`src/rtl/mem_req_arbiter.sv`:
```
// Shares one memory port among p_num_clients requesters; in-order tag FIFO routes responses back.
// Zero-latency combinational grant; MEM_REQ_ARBITER_FIXED_PRIO_EN selects fixed priority over round-robin.
module mem_req_arbiter #(
    parameter int p_num_clients  = 2,
    parameter int p_max_inflight = 4,
    parameter int p_req_bits     = 78,
    parameter int p_resp_bits    = 78
) (
    input  logic                                clk,
    input  logic                                rst,
    input  logic [p_num_clients-1:0]            cli_req_val,
    output logic [p_num_clients-1:0]            cli_req_rdy,
    input  logic [p_num_clients*p_req_bits-1:0] cli_req_msg,
    output logic [p_num_clients-1:0]            cli_resp_val,
    input  logic [p_num_clients-1:0]            cli_resp_rdy,
    output logic [p_resp_bits-1:0]              cli_resp_msg,
    output logic                                mem_req_val,
    input  logic                                mem_req_rdy,
    output logic [p_req_bits-1:0]               mem_req_msg,
    input  logic                                mem_resp_val,
    output logic                                mem_resp_rdy,
    input  logic [p_resp_bits-1:0]              mem_resp_msg
);

    localparam int c_id_bits  = (p_num_clients > 1) ? $clog2(p_num_clients) : 1;
    localparam int c_ptr_bits = (p_max_inflight > 1) ? $clog2(p_max_inflight) : 1;
    localparam int c_cnt_bits = $clog2(p_max_inflight + 1);

    logic [c_id_bits-1:0]  tag_q [p_max_inflight];
    logic [c_ptr_bits-1:0] wr_ptr_q, wr_ptr_d, rd_ptr_q, rd_ptr_d;
    logic [c_cnt_bits-1:0] count_q, count_d;
    logic [c_id_bits-1:0]  win, head, arb_start, idx;
    logic [c_id_bits:0]    sum;
    logic                  any_val, full, empty, grant_ok, req_xfer, resp_xfer;

`ifdef MEM_REQ_ARBITER_FIXED_PRIO_EN
    assign arb_start = '0;
`else
    logic [c_id_bits-1:0] rr_ptr_q, rr_ptr_d;
    assign arb_start = rr_ptr_q;
`endif

    // Search starts at arb_start and wraps modulo p_num_clients.
    always_comb begin
        any_val = 1'b0;
        win     = '0;
        sum     = '0;
        idx     = '0;
        for (int k = 0; k < p_num_clients; k++) begin
            sum = {1'b0, arb_start} + (c_id_bits+1)'(k);
            if (sum >= (c_id_bits+1)'(p_num_clients)) begin
                sum = sum - (c_id_bits+1)'(p_num_clients);
            end
            idx = sum[c_id_bits-1:0];
            if (!any_val && cli_req_val[idx]) begin
                any_val = 1'b1;
                win     = idx;
            end
        end
    end

    assign full      = (count_q == c_cnt_bits'(p_max_inflight));
    assign empty     = (count_q == '0);
    assign grant_ok  = rst & ~full;
    assign mem_req_val = grant_ok & any_val;
    assign req_xfer  = mem_req_val & mem_req_rdy;
    assign head      = tag_q[rd_ptr_q];
    assign mem_resp_rdy = rst & ~empty & cli_resp_rdy[head];
    assign resp_xfer = mem_resp_val & mem_resp_rdy;
    assign cli_resp_msg = mem_resp_msg;

    always_comb begin
        mem_req_msg  = '0;
        cli_req_rdy  = '0;
        cli_resp_val = '0;
        for (int k = 0; k < p_num_clients; k++) begin
            if (c_id_bits'(k) == win) begin
                mem_req_msg    = cli_req_msg[k*p_req_bits +: p_req_bits];
                cli_req_rdy[k] = grant_ok & any_val & mem_req_rdy;
            end
            cli_resp_val[k] = (c_id_bits'(k) == head) & rst & ~empty & mem_resp_val;
        end
    end

    // Pointers wrap naturally because the FIFO depth is a power of two.
    assign wr_ptr_d = req_xfer  ? wr_ptr_q + c_ptr_bits'(1) : wr_ptr_q;
    assign rd_ptr_d = resp_xfer ? rd_ptr_q + c_ptr_bits'(1) : rd_ptr_q;
    assign count_d  = count_q + c_cnt_bits'(req_xfer) - c_cnt_bits'(resp_xfer);

`ifndef MEM_REQ_ARBITER_FIXED_PRIO_EN
    always_comb begin
        rr_ptr_d = rr_ptr_q;
        if (req_xfer) begin
            rr_ptr_d = (win == c_id_bits'(p_num_clients - 1)) ? '0 : win + c_id_bits'(1);
        end
    end
`endif

    always_ff @(posedge clk) begin
        if (!rst) begin
            wr_ptr_q <= '0;
            rd_ptr_q <= '0;
            count_q  <= '0;
`ifndef MEM_REQ_ARBITER_FIXED_PRIO_EN
            rr_ptr_q <= '0;
`endif
        end else begin
            wr_ptr_q <= wr_ptr_d;
            rd_ptr_q <= rd_ptr_d;
            count_q  <= count_d;
`ifndef MEM_REQ_ARBITER_FIXED_PRIO_EN
            rr_ptr_q <= rr_ptr_d;
`endif
            if (req_xfer) begin
                tag_q[wr_ptr_q] <= win;
            end
        end
    end

endmodule

```
`config.mk`:
```
export PLATFORM = sky130hd
export DESIGN_NAME = mem_req_arbiter
export DESIGN_NICKNAME = d
export VERILOG_FILES = /design/src/rtl/mem_req_arbiter.sv
export SDC_FILE = /design/constraint.sdc
export NUM_CORES = 1
export LEC_CHECK = 0
export ABC_AREA = 1
export CORE_AREA = 3 3 155 157
export DETAILED_ROUTE_END_ITERATION = 12
export DIE_AREA = 0 0 158 160
export GPL_ROUTABILITY_DRIVEN = 0
export PLACE_DENSITY_LB_ADDON = 0.12
export SLEW_MARGIN = 20
export SYNTH_ARGS = -nofsm -noshare
export SYNTH_HDL_FRONTEND = slang
export SYNTH_SLANG_ARGS = --single-unit
```
`constraint.sdc`:
```
create_clock -name clk -period 2.8 [get_ports clk]
set_clock_uncertainty 0.15 [all_clocks]
set_input_delay 0.56 -clock clk [delete_from_list [all_inputs] [get_ports clk]]
set_output_delay 0.56 -clock clk [all_outputs]
set_load 0.005 [all_outputs]
```
==> results of run 1 <==
worst max-delay path: cells and delay by family:
family                 cells  cell delay [ns]
AND/OR/NAND/NOR            4             0.45
buffers and inverters      3             0.96
synth_stat cells:
master,n
inv_1,19
inv_2,3
o21ai_0,3
xor2_1,2
buf_4,78
buf_6,1
nor2_1,10
buf_1,7
edfxtp_1,4
nand3_1,4
fa_1,1
dfxtp_1,10
nor2_4,1
or2_2,1
nand2_1,249
nand3b_1,2
nor2_2,1
buf_2,9
a21oi_1,7
nand3_2,3
ha_1,6
nand2_2,4
cells in the final DEF, fill, tap and decap left out:
master and instances:
a21oi_1 7, buf_12 4, buf_16 1, buf_4 14, clkbuf_1 1, clkbuf_16 5
clkdlybuf4s50_1 239, dfxtp_1 10, dlygate4sd2_1 4, dlymetal6s2s_1 3, edfxtp_1 4, fa_1 1
ha_1 6, inv_1 19, inv_2 2, inv_8 1, nand2_1 246, nand2_2 6
nand2_4 1, nand3_1 4, nand3_2 3, nand3b_1 2, nor2_1 10, nor2_2 1
nor2_4 1, o21ai_0 3, or2_2 1, xor2_1 2
kinds of logic (layout without fill, tap and decap cells):
kind of cell / after synthesis / count (layout) / synth area share
xor gates and xnor gates: 2 / 2 / 0.00755
and+or+nand+nor: 275 / 275 / 0.468
AOI/OAI and AO/OA: 10 / 10 / 0.0216
adders and majority gates: 7 / 7 / 0.0410
buffers and inverters: 117 / 293 / 0.324
DFF: 14 / 14 / 0.138
routing by layer:
layer	GRT usage	up-vias	wire length, µm	share of wire
met4	0.0231	0	303	0.018
met5	0.00794	-	0	0
met3	0.0423	11	1480	0.088
li1	-	1537	-	-
met1	0.110	1326	5420	0.32
met2	0.249	192	9520	0.57
final cells by class:
cell class              count  area (µm²)
fillers                  2536       17800
flip-flops and latches     14         320
multi-input cells         294        1260
clock buffers               4        78.8
repair buffers            267        2730
inverters                  22        90.1
well taps                 285         357
per-stage QoR:
stage | total power [mW] | cells | cell area (µm²) | worst slack [ns]
floorplan | 0.614 | 425 | 2320 | 0.416
global placement | 1.10 | 877 | 4650 | -0.255
detailed placement | 1.10 | 877 | 4650 | -0.243
CTS | 1.40 | 884 | 4770 | -0.00770
global route | 1.50 | 886 | 4830 | -0.00234
finish | 1.39 | 886 | 4830 | 0.0678
power groups by stage:
stage	Combinational, mW	Sequential, mW	Clock [mW]
floorplan	0.365	0.249	0
global placement	0.849	0.252	0
detailed placement	0.848	0.253	0
CTS	0.866	0.250	0.287
global route	0.952	0.252	0.300
finish	0.867	0.250	0.278
worst max-delay path by stage:
stage / from / end / slack (ns) / cells past startpoint
final: cli_req_val[0] / mem_req_msg[10] / 0.07 / 7
after global routing: cli_req_val[0] / mem_req_msg[1] / -0.002 / 8
after CTS: cli_req_val[0] / mem_req_msg[34] / -0.008 / 8
after detailed placement: cli_req_val[0] / mem_req_msg[30] / -0.24 / 8
after global placement: cli_req_val[0] / mem_req_msg[30] / -0.26 / 8
after floorplan: cli_req_val[1] / count_q[2]$_SDFF_PN0_ / 0.42 / 10
repair_timing:
| item | CTS | global route |
|---|---|---|
| buffers inserted | 2 | 0 |
| cloned | 1 | 2 |
| pin swaps | 0 | 1 |
| gates resized for setup | 5 | 9 |
| endpoints found under the setup margin | 79 | 36 |
==> reports/metrics.yaml, run 1 <==
clkTransAtPathRegs_ns: 0.05
finalMaxSlewViolations: 0
power_density_nw_per_um2: 289
first_iter_violations: 178
syn-instance-count: 425
wl_per_cell_um: 18.9
insertion_delay_ns: 0.24
ys_ff_latch: 14
cts_tree: "done"
cts_root_buffer: "clkbuf_16"
fin_crit_sh: 0.976
die_area_um2: 25300
ios: 404
p_int_mw: 0.958
r2r-end: "count_q[2]$_SDFF_PN0_"
start_util: 0.102
hp-start: "arb_start$_SDFFE_PN0N_"
p_leak_nw: 2.23
drt.antenna.violating_nets: 0
ys_seq_area_frac: 0.138
io_buffers: 247
hpwl_mm: 14.2
rows: 55
synth_area_um2: 2320
peakVddDrop_mv: 0.162
reg2regPathDepth: 13
cts-buffers-inserted: 3
area_delta_synth_final_pct: 108
dr.pass1.iters: 4
cts.htree.levels: 1
die_w_um: 158
yosysUniqueCellTypes: 22
rsz0062_at_grt: "yes"
setup_viol: 0
layout.nets: 851
path_max_fanout: 42
finalHoldViolCount: 0
pwr-share-clk: 0.199
crit_arrival_ns: 2.02
grt_usage: 0.120
route.detailed.drc: 0
grt_max_degree: 43
whs_path_depth: 2
drive_gt1_frac: 0.0666
slowest_delay_ns: 0.50
tightest_slew_ns: 0.228
ys_warn_count: 0
holdPathEnd: "arb_start$_SDFFE_PN0N_"
grt_pass1_vias: 3170
whs_ns: 0.301
cp-start-kind: "input port"
min_path_type: "flop to flop"
cpMostUsedCell: "nand2_1"
worstPathCellList: "dlygate4sd2_1 > nand2_1 > nand2_4 > buf_12 > nand2_1 > nand2_1 > clkdlybuf4s50_1"
overflow: 0
numClockSinks: 14
switching_share: 0.313
cp-end-kind: "primary output"
crit_required_ns: 2.09
synth_nets: 674
outcome: "finished clean"
wl_mm: 16.7
timing.fmax_mhz: 366
die_h_um: 160
grt_pass1_wl_mm: 22.2
slowest_stage: "clkdlybuf4s50_1"
slew_headroom: 0.848
cts_hold_buf: 0
cts_buffer_depth: 2
dr_total_vias: 3066
seqPwrFrac: 0.179
syn-mean-instance-area_um2: 5.46
vias_per_cell: 3.46
grt_antenna_before_repair: 0
switchingPower_mw: 0.437
core_region_area_um2: 22600
yosysTopAreaCellShare: 0.403
worstSetupPathType: "input port to primary output"
totalNegativeSetupSlack_ns: 0
comb_power_share: 0.622
period_needed_ns: 2.73
ys_top_cells_by_area: "nand2_1 40%, buf_4 25%, dfxtp_1 8.6%, edfxtp_1 5.2%, ha_1 3.2%"
r2r_setup_slack_ns: 0.35
n_antenna_cell: 0
max_cap_violations: 0
utilization: 0.214
synth_top_area_cell: "nand2_1"
Note: power is estimated with default switching activity, not from simulation.
==> run 2: changes to the inputs <==
--- a/config.mk
+++ b/config.mk
@@ -11,6 +11,7 @@
 export DIE_AREA = 0 0 158 160
 export GPL_ROUTABILITY_DRIVEN = 0
 export PLACE_DENSITY_LB_ADDON = 0.12
+export SETUP_SLACK_MARGIN = 0.15
 export SLEW_MARGIN = 20
 export SYNTH_ARGS = -nofsm -noshare
 export SYNTH_HDL_FRONTEND = slang
==> run 2 against run 1 <==
  * Clock power barely moved
  * First-iteration DRC count fell by 34%
  * Core utilization rose by 1.9 points
  * Critical path type unchanged
  * Highest routed layer unchanged
  * Largest power group unchanged
==> reports/metrics.yaml, run 2 (synthesized netlist as in run 1, its figures left out) <==
insertion_delay_ns: 0.24  # about the same
min_path_type: "flop to flop"
critPathTopFamily: "buffers and inverters"
dp.cells: 877  # unchanged
worstPathCellList: "clkdlybuf4s15_2 > nand2_2 > nand2_4 > buf_12 > inv_16 > clkbuf_16 > nand2_1 > nand2_1 > clkdlybuf4s50_1"
mostFrequentLayoutCell: "nand2_1"
cts_buffer_depth: 2  # unchanged
setup_viol: 0  # unchanged
drt.antenna.violating_nets: 0  # unchanged
tightest_slew_ns: 0.201  # -0.0271 ns
fin_crit_sh: 0.950  # -0.0259
layout.cells.non_filler: 910  # +2.7%
finalHoldViolCount: 0  # unchanged
io_buffers: 247  # unchanged
grt_pass1_vias: 3322  # +4.8%
cts_tree: "done"
final_cell_mix: "247 x nand2_1, 173 x clkdlybuf4s50_1, 38 x dlygate4sd2_1"
n_antenna_cell: 0  # unchanged
max_cap_violations: 0  # unchanged
layout_setup_ws_ns: 0.140  # +0.0726 ns
path_max_fanout: 10  # -76%
crit_arrival_ns: 1.95  # -0.07 ns
rsz0062_at_grt: "yes"
path_buf_inv: 5  # +2
dr.pass1.iters: 4  # unchanged
core_region_area_um2: 22600  # unchanged
cts-buffers-inserted: 3  # unchanged
dr_total_vias: 3176  # +3.6%
cts_hold_buf: 0  # unchanged
cp-start-kind: "input port"
utilization: 0.233  # +0.0193
ios: 404  # unchanged
peakVddDrop_mv: 0.164  # +1.5%
outcome: "finished clean"
route.detailed.drc: 0  # unchanged
wl_per_cell_um: 19.9  # +5.7%
overflow: 0  # unchanged
wl_mm: 18.2  # +8.6%
slowest_delay_ns: 0.50  # about the same
die_w_um: 158  # unchanged
area_delta_synth_final_pct: 127
cts_root_buffer: "clkbuf_16"
power_density_nw_per_um2: 277  # -4.0%
cp-end-kind: "primary output"
die_h_um: 160  # unchanged
rows: 55  # unchanged
start_util: 0.102  # unchanged
p_total_mw: 1.46  # +4.6%
grt_pass1_wl_mm: 24.3  # +9.6%
whs_ns: 0.321  # +0.0193 ns
layout.nets: 875  # +2.8%
cts.htree.levels: 1  # unchanged
timing.fmax_mhz: 376  # +2.7%
cpMostUsedCell: "nand2_1"
vias_per_cell: 3.49  # +0.86%
grt_antenna_before_repair: 0  # unchanged
first_iter_violations: 117  # -34%
grt_usage: 0.134  # +0.0136
die_area_um2: 25300  # unchanged
drive_gt1_frac: 0.104  # +0.0374
finalMaxSlewViolations: 0  # unchanged
grt_max_degree: 22  # -49%
period_needed_ns: 2.66  # -0.0726 ns
post-place-ws_ns: -0.243  # unchanged
worstSetupPathType: "input port to primary output"
slew_headroom: 0.866  # +0.0176
crit_required_ns: 2.09  # about the same
hpwl_mm: 14.2  # unchanged
clkTransAtPathRegs_ns: 0.05  # about the same
slowest_stage: "clkdlybuf4s50_1"
nFillCells: 2534  # -0.079%
p_leak_nw: 2.83  # +27%
numClockSinks: 14  # unchanged
[run 2: cell count changes in the layout (fill, tap and decap cells not counted), sizes merged]
cell and delta:
clkdlybuf4s15 +2, inv +1, dlygate4sd2 +34, clkdlybuf4s50 -66, dlymetal6s2s +30, bufbuf +4, buf +19
[run 2: area by class of cell]
type                    instances  area (µm²)  share of cell area
inverters                      22        98.8              0.0188
well taps                     285         357              0.0676
flip-flops and latches         14         320              0.0608
clock buffers                   4        78.8              0.0150
repair inverters                1        8.76             0.00166
repair buffers                290        3150               0.597
multi-input cells             294        1260               0.239
[run 2: report_power, final]
group          total (mW)  internal, mW  switching [mW]
combinational       0.932         0.571           0.360
clock               0.278         0.193          0.0856
sequential          0.250         0.232          0.0171
total                1.46         0.996           0.463
[run 2: metrics by stage]
step / setup TNS, ns / cell area, µm²
after floorplan: 0 / 2320
after global placement: -13.43 / 4650
after detailed placement: -12.53 / 4650
after CTS: 0 / 5100
after global routing: 0 / 5270
final: 0 / 5270
[run 2: path summary, 6_finish.rpt]
path | startpoint | endpoint | slack [ns] | cells past startpoint
setup / recovery | cli_req_val[0] | mem_req_msg[36] | 0.14 | 9
hold / removal | arb_start$_SDFFE_PN0N_ | arb_start$_SDFFE_PN0N_ | 0.32 | 2
setup reg to reg | flop | count_q[2]$_SDFF_PN0_ | 0.40 | 13
hold reg to reg | arb_start$_SDFFE_PN0N_ | arb_start$_SDFFE_PN0N_ | 0.32 | 2
[run 2: repair_timing]
| item | CTS | global route |
|---|---|---|
| resized for setup | 54 | 37 |
| pin swaps | 2 | 1 |
| endpoints found under the setup margin | 83 | 47 |
| buffers inserted | 13 | 4 |
| cloned | 10 | 2 |
[run 2: worst reg2reg max path, stage by stage (launching register included)]
cell and delay, ns:
dfxtp_1 0.36, inv_2 0.05, nand2_1 0.05, nand3_1 0.16, nand2_2 0.14, nand2_1 0.07, nand3_2 0.07, inv_1 0.05
ha_1 0.26, inv_1 0.04, ha_1 0.18, fa_2 0.34, or2_2 0.30, a21oi_1 0.12
[run 2: layer usage]
layer / vias to the layer above / routed length [µm] / track usage
li1: 1594 / - / -
met1: 1375 / 6180 / 0.134
met2: 194 / 10000 / 0.264
met3: 13 / 1540 / 0.0423
met4: 0 / 410 / 0.0293
met5: - / 0 / 0.00794
==> edit, RTL diff (settings of run 2) <==
The option `MEM_REQ_ARBITER_FIXED_PRIO_EN` is turned on by a define.
--- a/src/rtl/mem_req_arbiter.sv
+++ b/src/rtl/mem_req_arbiter.sv
@@ -1,4 +1,6 @@
 // Shares one memory port among p_num_clients requesters; in-order tag FIFO routes responses back.
 // Zero-latency combinational grant; MEM_REQ_ARBITER_FIXED_PRIO_EN selects fixed priority over round-robin.
+`define MEM_REQ_ARBITER_FIXED_PRIO_EN
+
 module mem_req_arbiter #(
     parameter int p_num_clients  = 2,
Formal check against the unedited RTL: not equivalent (Yosys sat finds a counterexample within 4 cycles, from zero or initial values and one cycle with rst low).
==> edit against run 2 <==
Final area fell by 1.4%; sequential cell count fell by 1; die area did not move; synthesized area fell by 2.7%; routed wire length fell by 5.2%; count of clock-buffer cells in the layout did not move; worst setup slack improved by 0.10 ns; power fell by 9.2%; via count rose by 0.44%; critical path type unchanged.
==> edit: results (changes against run 2) <==
via count of the routed design: 3190 (+0.44%)
CP Max Fanout: 5 (-5)
fillers: 2517 (-0.67%)
R2R cell count: 15 (+2)
syn_nets: 668 (-0.89%)
HP Start: rd_ptr_q[1]$_SDFFE_PN0P_
final net count: 876 (+0.11%)
antenna violations before repair: 2 (+2)
layout cells sized above 1: 12.0% (+1.6 points)
CP arrival: 1.85 ns (-0.10 ns)
GRT Util Overall: 13.2% (-0.21 points)
Initial DRC Count: 133 (+14%)
Setup WS pre-CTS: -0.272 ns (-0.0288 ns)
Slowest cell on crit path: dlygate4sd2_1
Static Leak: 2.61 nW (-7.7%)
port bufs: 247 (unchanged)
number of global-route vias before repair: 3575 (+7.6%)
top cells by area, synth: nand2_1, buf_4, dfxtp_1
Syn Area/Cell: 5.39 µm² (-1.3%)
global-route wire length before repair: 24400 µm (+0.28%)
final WL: 17200 µm (-5.2%)
Worst Setup SP: cli_req_val[0]
post-DP HPWL: 13300 µm (-6.2%)
hold endpoint: rd_ptr_q[1]$_SDFFE_PN0P_
worst vdd ir: 0.0957 mV (-42%)
placed insts: 866 (-1.3%)
largest net degree at the start of global routing: 21 (-4.5%)
Slew HR: 86.7% (+0.11 points)
status: complete, no violations
DR WL/cell: 18.8 µm (-5.5%)
sequential share of the synthesized area: 13.3% (-0.50 points)
Commonest cells post-synth: nand2_1, buf_4, inv_1
==> edit: changes by cell type after synthesis, sizes merged <==
cell	delta
buf	-9
clkbuf	+9
nand2	-4
nor2	+2
a21oi	-1
dfxtp	-1
inv	-1
or2	-1
==> edit: cells by family (layout without fill, tap and decap cells) <==
logic type | count (synthesis) | in the layout | share of synthesized area, %
XOR/XNOR | 2 | 2 | 0.776
other | 0 | 2 | 0
adder cells (fa/ha/maj) | 7 | 7 | 4.21
flip-flops | 13 | 13 | 13.3
buffers and inverters | 116 | 323 | 33.1
AO/OA/AOI/OAI | 9 | 9 | 2.00
AND/OR/NAND/NOR | 272 | 272 | 46.6
==> edit: what timing repair did <==
action / in CTS / in global routing
setup buffers: 28 / 2
endpoints found under the setup margin: 83 / 72
pin swaps: 1 / 4
gates resized for setup: 119 / 18
endpoints found under the hold margin: 0 / 0
cloned: 11 / 0
==> edit: stage by stage <==
stage / util [%] / total power [mW] / hold slack, ns / instance area, µm²
after floorplan: - / 0.558 / 0.314 / 2260
after global placement: 20.0 / 1.00 / 0.342 / 4530
after detailed placement: 20.0 / 1.01 / 0.351 / 4530
after CTS: 22.9 / 1.35 / 0.358 / 5180
after global routing: 22.9 / 1.42 / 0.398 / 5190
final: 22.9 / 1.33 / 0.351 / 5190
==> edit: worst max-delay path by stage <==
stage | to | slack, ns | cells after the start
after CTS | mem_req_msg[71] | 0.01 | 10
after global routing | count_q[2]$_SDFF_PN0_ | 0.15 | 12
after detailed placement | mem_req_msg[27] | -0.27 | 7
after global placement | mem_req_msg[27] | -0.27 | 7
after floorplan | count_q[2]$_SDFF_PN0_ | 0.42 | 12
final | mem_req_msg[10] | 0.24 | 10
==> edit: worst min-delay path: stages, from the launching register on <==
cell,delay [ns]
dfxtp_1,0.31
nand2_1,0.06
a21oi_1,0.08
==> edit: layout make-up <==
type | instances | area, µm² | share of cell area, %
multi-input cells | 290 | 1220 | 23.5
inverters | 21 | 95.1 | 1.83
repair buffers | 298 | 3140 | 60.4
flip-flops and latches | 13 | 300 | 5.78
well taps | 285 | 357 | 6.86
diodes | 2 | 5.00 | 0.0963
clock buffers | 4 | 78.8 | 1.52
==> edit: routing by layer <==
metal	wire (µm)	part of all wire [%]	GRT usage [%]
met5	13	0.076	0.397
met1	5720	33	13.1
met3	1990	12	6.31
met4	304	1.8	2.66
met2	9180	53	24.7
==> edit: power breakdown <==
group	leakage (nW)	internal, mW	switching, mW
Combinational	2.46	0.501	0.322
Sequential	0.110	0.218	0.0188
Clock	0.0382	0.192	0.0751
